### src/rtl/hamm_scrub_pkg.sv
// Shared definitions for the Hamming parity table scrubber: FSM encoding,
// parity function (also used by the upstream writer) and syndrome decode codes.
package hamm_scrub_pkg;

    localparam logic [2:0] S_IDLE  = 3'd0;
    localparam logic [2:0] S_ADDR  = 3'd1;
    localparam logic [2:0] S_CHECK = 3'd2;
    localparam logic [2:0] S_FIX   = 3'd3;
    localparam logic [2:0] S_DONE  = 3'd4;

    localparam logic [2:0] SYN_D3 = 3'b111;
    localparam logic [2:0] SYN_D2 = 3'b110;
    localparam logic [2:0] SYN_D1 = 3'b101;
    localparam logic [2:0] SYN_D0 = 3'b011;
    localparam logic [2:0] SYN_P2 = 3'b100;
    localparam logic [2:0] SYN_P1 = 3'b010;
    localparam logic [2:0] SYN_P0 = 3'b001;

    // Position code of the flipped bit; POS_NONE means the entry is clean.
    localparam logic [2:0] POS_NONE = 3'd0;
    localparam logic [2:0] POS_P0   = 3'd1;
    localparam logic [2:0] POS_P1   = 3'd2;
    localparam logic [2:0] POS_P2   = 3'd3;
    localparam logic [2:0] POS_D0   = 3'd4;
    localparam logic [2:0] POS_D1   = 3'd5;
    localparam logic [2:0] POS_D2   = 3'd6;
    localparam logic [2:0] POS_D3   = 3'd7;

    function automatic logic [2:0] hamm_parity(input logic [3:0] d);
        return {d[3] ^ d[2] ^ d[1],
                d[3] ^ d[2] ^ d[0],
                d[3] ^ d[1] ^ d[0]};
    endfunction

endpackage

### src/rtl/hamm_scrub_if.sv
// RAM port bundle between the scrubber (master) and the 32x3 parity RAM (slave).
interface hamm_scrub_if #(
    parameter int ADDR_W = 5
);
    logic [ADDR_W-1:0] ram_addr;
    logic [2:0]        ram_q;
    logic              ram_wren;
    logic [2:0]        ram_data;

    modport master (output ram_addr, output ram_wren, output ram_data, input ram_q);
    modport slave  (input ram_addr, input ram_wren, input ram_data, output ram_q);
endinterface

### src/rtl/hamm_syndrome.sv
// Combinational syndrome computation and flipped-bit classification for one
// parity entry, given the address nibble and the stored parity word.
module hamm_syndrome
    import hamm_scrub_pkg::*;
(
    input  logic [3:0] nibble,
    input  logic [2:0] stored,
    output logic [2:0] syndrome,
    output logic       err,
    output logic [2:0] pos
);

    always_comb begin
        syndrome = stored ^ hamm_parity(nibble);
        err      = |syndrome;
        case (syndrome)
            SYN_D3:  pos = POS_D3;
            SYN_D2:  pos = POS_D2;
            SYN_D1:  pos = POS_D1;
            SYN_D0:  pos = POS_D0;
            SYN_P2:  pos = POS_P2;
            SYN_P1:  pos = POS_P1;
            SYN_P0:  pos = POS_P0;
            default: pos = POS_NONE;
        endcase
    end

endmodule

### src/rtl/hamm_scrub.sv
// Scans the parity RAM, reports and counts Hamming parity mismatches.
// Define HAMM_SCRUB_WRITEBACK_EN to rewrite bad entries with the expected parity.
module hamm_scrub
    import hamm_scrub_pkg::*;
#(
    parameter int ADDR_W = 5,
    parameter int DEPTH  = 32
) (
    input  logic              clk,
    input  logic              reset,
    input  logic              start,
    hamm_scrub_if.master      ram,
    output logic              busy,
    output logic              done,
    output logic              err_valid,
    output logic [ADDR_W-1:0] err_addr,
    output logic [2:0]        syndrome,
    output logic [ADDR_W:0]   err_count
);

    logic [2:0]        state_q, state_d;
    logic [ADDR_W-1:0] index_q, index_d;
    logic [ADDR_W:0]   err_count_q, err_count_d;
    logic [ADDR_W-1:0] err_addr_q, err_addr_d;
    logic [2:0]        syndrome_q, syndrome_d;

    logic [2:0] syn;
    logic       syn_err;
    logic [2:0] flip_pos;
    logic       hit;
    logic       last;

    hamm_syndrome u_syn (
        .nibble   (index_q[3:0]),
        .stored   (ram.ram_q),
        .syndrome (syn),
        .err      (syn_err),
        .pos      (flip_pos)
    );

    assign hit  = (state_q == S_CHECK) && syn_err && (flip_pos != POS_NONE);
    assign last = (index_q == ADDR_W'(DEPTH - 1));

    always_comb begin
        state_d     = state_q;
        index_d     = index_q;
        err_count_d = err_count_q;
        err_addr_d  = err_addr_q;
        syndrome_d  = syndrome_q;
        case (state_q)
            S_IDLE: begin
                index_d = '0;
                if (start) begin
                    state_d     = S_ADDR;
                    err_count_d = '0;
                    err_addr_d  = '0;
                    syndrome_d  = '0;
                end
            end
            S_ADDR: state_d = S_CHECK;
            S_CHECK: begin
                if (hit) begin
                    err_addr_d  = index_q;
                    syndrome_d  = syn;
                    err_count_d = err_count_q + 1'b1;
                end
`ifdef HAMM_SCRUB_WRITEBACK_EN
                if (hit) begin
                    state_d = S_FIX;
                end else if (last) begin
                    state_d = S_DONE;
                end else begin
                    state_d = S_ADDR;
                    index_d = index_q + 1'b1;
                end
`else
                if (last) begin
                    state_d = S_DONE;
                end else begin
                    state_d = S_ADDR;
                    index_d = index_q + 1'b1;
                end
`endif
            end
`ifdef HAMM_SCRUB_WRITEBACK_EN
            S_FIX: begin
                if (last) begin
                    state_d = S_DONE;
                end else begin
                    state_d = S_ADDR;
                    index_d = index_q + 1'b1;
                end
            end
`endif
            S_DONE: begin
                state_d = S_IDLE;
                index_d = '0;
            end
            default: begin
                state_d = S_IDLE;
                index_d = '0;
            end
        endcase
    end

    always_ff @(posedge clk or posedge reset) begin
        if (reset) begin
            state_q     <= S_IDLE;
            index_q     <= '0;
            err_count_q <= '0;
            err_addr_q  <= '0;
            syndrome_q  <= '0;
        end else begin
            state_q     <= state_d;
            index_q     <= index_d;
            err_count_q <= err_count_d;
            err_addr_q  <= err_addr_d;
            syndrome_q  <= syndrome_d;
        end
    end

    assign busy      = (state_q != S_IDLE) && (state_q != S_DONE);
    assign done      = (state_q == S_DONE);
    assign err_valid = hit;
    assign err_addr  = err_addr_q;
    assign syndrome  = syndrome_q;
    assign err_count = err_count_q;

    assign ram.ram_addr = index_q;
`ifdef HAMM_SCRUB_WRITEBACK_EN
    assign ram.ram_wren = (state_q == S_FIX);
    assign ram.ram_data = (state_q == S_FIX) ? hamm_parity(index_q[3:0]) : '0;
`else
    assign ram.ram_wren = 1'b0;
    assign ram.ram_data = '0;
`endif

endmodule
### src/flat_wrapper.sv
// flat-port wrapper written by rule: the top's interface ports become plain ports
module hamm_scrub_flat import hamm_scrub_pkg::*;
#(
    parameter int ADDR_W = 5,
    parameter int DEPTH  = 32
)
  (clk, reset, start, busy, done, err_valid, err_addr, syndrome, err_count, ram_ram_addr, ram_ram_wren, ram_ram_data, ram_ram_q);
  hamm_scrub_if #(.ADDR_W(ADDR_W)) ram_i ();
  input  logic clk;
  input  logic reset;
  input  logic start;
  output logic busy;
  output logic done;
  output logic err_valid;
  output logic [ADDR_W-1:0] err_addr;
  output logic [2:0] syndrome;
  output logic [ADDR_W:0] err_count;
  output wire logic [$bits(ram_i.ram_addr)-1:0] ram_ram_addr;
  output wire logic [$bits(ram_i.ram_wren)-1:0] ram_ram_wren;
  output wire logic [$bits(ram_i.ram_data)-1:0] ram_ram_data;
  input wire logic [$bits(ram_i.ram_q)-1:0] ram_ram_q;
  assign ram_ram_addr = ram_i.ram_addr;
  assign ram_ram_wren = ram_i.ram_wren;
  assign ram_ram_data = ram_i.ram_data;
  assign ram_i.ram_q = ram_ram_q;
  hamm_scrub #(.ADDR_W(ADDR_W), .DEPTH(DEPTH)) u_core (.clk(clk), .reset(reset), .start(start), .ram(ram_i), .busy(busy), .done(done), .err_valid(err_valid), .err_addr(err_addr), .syndrome(syndrome), .err_count(err_count));
endmodule
### config.mk
export PLATFORM = sky130hd
export DESIGN_NAME = hamm_scrub_flat
export DESIGN_NICKNAME = d
export VERILOG_FILES = /design/src/rtl/hamm_scrub_pkg.sv /design/src/rtl/hamm_scrub_if.sv /design/src/rtl/hamm_syndrome.sv /design/src/rtl/hamm_scrub.sv /design/src/flat_wrapper.sv
export SDC_FILE = /design/constraint.sdc
export NUM_CORES = 1
export LEC_CHECK = 0
export CELL_PAD_IN_SITES_DETAIL_PLACEMENT = 0
export CELL_PAD_IN_SITES_GLOBAL_PLACEMENT = 1
export CORE_ASPECT_RATIO = 0.7
export CORE_MARGIN = 2
export CORE_UTILIZATION = 25
export CTS_BUF_LIST = sky130_fd_sc_hd__clkbuf_4
export DETAILED_ROUTE_END_ITERATION = 8
export GPL_ROUTABILITY_DRIVEN = 0
export PLACE_DENSITY_LB_ADDON = 0.05
export SETUP_SLACK_MARGIN = 0.15
export SYNTH_ARGS = -nofsm -noshare
export SYNTH_HDL_FRONTEND = slang
export SYNTH_SLANG_ARGS = --single-unit
### constraint.sdc
create_clock -name clk -period 2.65 [get_ports clk]
set_clock_uncertainty 0.1 [all_clocks]
set_input_delay 0.53 -clock clk [delete_from_list [all_inputs] [get_ports clk]]
set_output_delay 0.53 -clock clk [all_outputs]
set_load 0.01 [all_outputs]
==> flow_summary_export.csv <==
group,metric,value,unit
clock_tree,clkTransAtPathRegs,130,ps
clock_tree,holdBufCountCts,0,
synthesis,synth_simple_gate_area_share,13.1,%
sta,tightestPinTransition,515,ps
pwr,cellPowerDensity,990,mW/mm2
pwr,p_comb_share,52.7,%
route,routed-via-count,972,
pwr,intPower,1.04,mW
setup_path,path_buf_inv,1,
setup_path,cp.depth,5,
sta,max_clock_freq,415,MHz
pwr,power_switching,598,uW
outcome,run_status,"finished clean",
die,rows,20,
cells_and_area,nFillCells,459,
clock_tree,clockBufferDepth,2,
sta,finalCritPeriodShare,91.0,%
place,hpwl,2240,um
cells_and_area,area_growth,41.0,%
route,highest_layer,"met4",
route,wire_per_inst,14.1,um
route,ant_nets,0,
synthesis,synth-compound-area-share,21.0,%
route,first_pass_iters,4,
clock_tree,htree_levels,1,
setup_path,worstSetupEndpointType,"output port",
synthesis,synth_area,0.00118,mm2
sta,finalWorstPathRequiredPeriod,2410,ps
place,port_buffers,27,
setup_path,startpoint,"u_core.ram.ram_addr[3]",
run,cap_violations,0,
synthesis,synth-seq-cells,22,
grt,grt_overflow,0,
clock_tree,cts_made_buffers,3,
die,die_area,0.00528,mm2
route,drc_errors,0,
sta,hold_viol_final,0,
sta,hold_ws,366,ps
sta,maxSlewHeadroom,65.6,%
setup_path,r2r_end,"u_core.err_addr[2]",
route,met3_length,123,um
pwr,irDropWorstVdd,446,uV
clock_tree,clkLatencyLatePin,320,ps
setup_path,crit_arrival,1780,ps
synthesis,synth_area_per_cell,10.7,um2
synthesis,post_synth_inst_count,110,
setup_path,r2r_start,"u_core.ram.ram_addr[3]",
clock_tree,cts_tree,"built",
cells_and_area,final_layout_size_suffix_gt1_share,26.3,%
grt,grt_pass1_wl,4800,um
pwr,p_clk_share,16.2,%
clock_tree,cts-root-buf,"clkbuf_4",
cells_and_area,fin_nets,163,
route,wl_met1,1610,um
pwr,power_leakage,0.767,nW
die,dieHeight,61.4,um
setup_path,critPathMaxStageDelay,470,ps
synthesis,yosysSeqAreaShare,46.8,%
setup_path,worstPathMaxFanout,4,
cells_and_area,num_antenna_cells,0,
synthesis,synth_mux_area_share,0.957,%
synthesis,synth_xor_area_share,6.49,%
grt,grt_max_degree,15,
setup_path,cp.required,2020,ps
route,wl_met2,1190,um
setup_path,crit_chain,"ha_4 -> xor2_1 -> a211o_2 -> o211ai_2 -> buf_2",
synthesis,yosysUniqueCellTypes,40,
die,die_w,86.0,um
die,ios,32,
route,routed_wirelength,2930,um
route,initialDrtViolationCount,61,
sta,setup_viol,0,
pwr,power.total,1.64,mW
synthesis,synthAdderAreaFrac,4.26,%
route,via_per_inst,4.70,
sta,slew_viol_final,0,
synthesis,ys.warnings.count,0,
setup_path,r2r_slack,440,ps
setup_path,worst_setup_path_start_kind,"flip-flop",
setup_path,reg2regPathDepth,8,
sta,rsz0062_at_grt,"false",
grt,antenna_found_initial,0,
grt,grt_pass1_vias,929,
pwr,seq_power_share,31.2,%
die,start_util,26.6,%
die,core-area,0.00443,mm2
setup_path,critical_path.top_delay_family,"flip-flops",
setup_path,cp_slowest_cell,"dfrtp_2",
synthesis,synth_top_family_by_area,"compound AO/OA/AOI/OAI gates",
hold_path,hp-class,"in -> async",
setup_path,crit_type,"reg -> out",
clock_tree,cts_sinks,22,
pwr,swShare,36.5,%
grt,grt.total_usage,12.1,%
-- synth_stat cells, drive strengths merged --
master | instances | area (um2)
dfrtp | 22 | 551
a22o | 9 | 87.6
nor2 | 9 | 33.8
buf | 7 | 57.6
nand2 | 7 | 26.3
a21oi | 5 | 28.8
inv | 5 | 18.8
o21ai | 5 | 25.0
a31oi | 4 | 25.0
ha | 4 | 50.1
nand3 | 3 | 15.0
or2 | 3 | 18.8
a21o | 2 | 15.0
clkbuf | 2 | 7.51
nor3b | 2 | 15.0
o211ai | 2 | 20.0
xnor2 | 2 | 17.5
xnor3 | 2 | 50.1
a211o | 1 | 10.0
a32o | 1 | 10.0
a32oi | 1 | 8.76
and2 | 1 | 6.26
conb | 1 | 3.75
mux2 | 1 | 11.3
nand2b | 1 | 6.26
nand4 | 1 | 6.26
nor3 | 1 | 5.00
nor4 | 1 | 6.26
o2bb2ai | 1 | 8.76
o31ai | 1 | 7.51
or3 | 1 | 6.26
or3b | 1 | 8.76
xor2 | 1 | 8.76
-- flip-flops by register name, summed over array words and instances (netlist names) --
signal,cells
u_core.err_addr,5
u_core.err_count,6
u_core.ram.ram_addr,5
u_core.state_q,3
u_core.syndrome,3
-- metrics by stage --
stage          setup WS (ps)  std cells  area, um2  TNS, ps  util, %
6_report                 237        207       1660        0     37.4
5_1_grt                  153        207       1660        0     37.4
4_1_cts                  162        207       1650        0     37.3
3_5_place_dp            -208        202       1580     -208     35.7
3_3_place_gp            -193        202       1580     -193     35.7
2_1_floorplan            479        113       1190        0        -
-- metal layers --
layer | up-vias | GRT usage (%)
met1 | 477 | 18.3
met5 | - | 0
met2 | 21 | 17.5
li1 | 472 | -
met4 | 0 | 1.36
met3 | 2 | 3.89
-- layout by cell type, fill, tap and decap left out, types with 2 or more instances in the layout --
master / synthesis / final
inv_1: 5 / 5
ha_1: 4 / 3
o21ai_0: 5 / 5
nor3b_1: 2 / 2
a31oi_1: 4 / 4
conb_1: 1 / 4
nand3_1: 3 / 3
clkbuf_4: 0 / 3
nand2_1: 7 / 7
nor2_1: 9 / 9
buf_4: 4 / 16
a21oi_1: 4 / 4
dfrtp_1: 22 / 21
clkdlybuf4s50_1: 0 / 24
a22o_1: 2 / 2
or2_2: 2 / 2
a22o_2: 7 / 7
xnor2_1: 2 / 2
a21o_1: 2 / 2
-- how the worst max path moves through the flow --
| stage | to | slack [ps] |
|---|---|---|
| floorplan | err_valid | 480 |
| finish | err_valid | 240 |
| global placement | err_valid | -190 |
| detailed placement | err_valid | -210 |
| CTS | done | 160 |
| global route | err_valid | 150 |
-- kinds of logic after synthesis --
| group | Yosys count |
|---|---|
| compound gates | 32 |
| other cells | 1 |
| fa+ha+maj | 4 |
| mux | 1 |
| flops | 22 |
| simple gates | 31 |
| xor+xnor | 5 |
| buf+inv | 14 |
-- layout make-up --
cell class                 count  area, um2  area share [%]
multi-input combinational     77        568            34.3
sequential                    22        552            33.3
timing repair buffer          44        398            24.0
tap                           55       68.8            4.15
clock inverter                 1       30.0            1.81
clock buffer                   3       22.5            1.36
inverter                       5       18.8            1.13
-- repair_timing --
action	4_1_cts	5_1_grt
endpoints found under the setup margin	1	2
pin swaps	3	0
resized for setup	8	2
buffers inserted	1	0
-- power groups by stage --
stage	combinational (mW)	sequential [mW]	clock, mW
3_5_place_dp	0.873	0.517	0
2_1_floorplan	0.472	0.533	0
3_3_place_gp	0.878	0.514	0
6_report	0.864	0.511	0.265
4_1_cts	0.875	0.512	0.276
5_1_grt	0.947	0.528	0.291
Power figures use the tool's default switching activity.
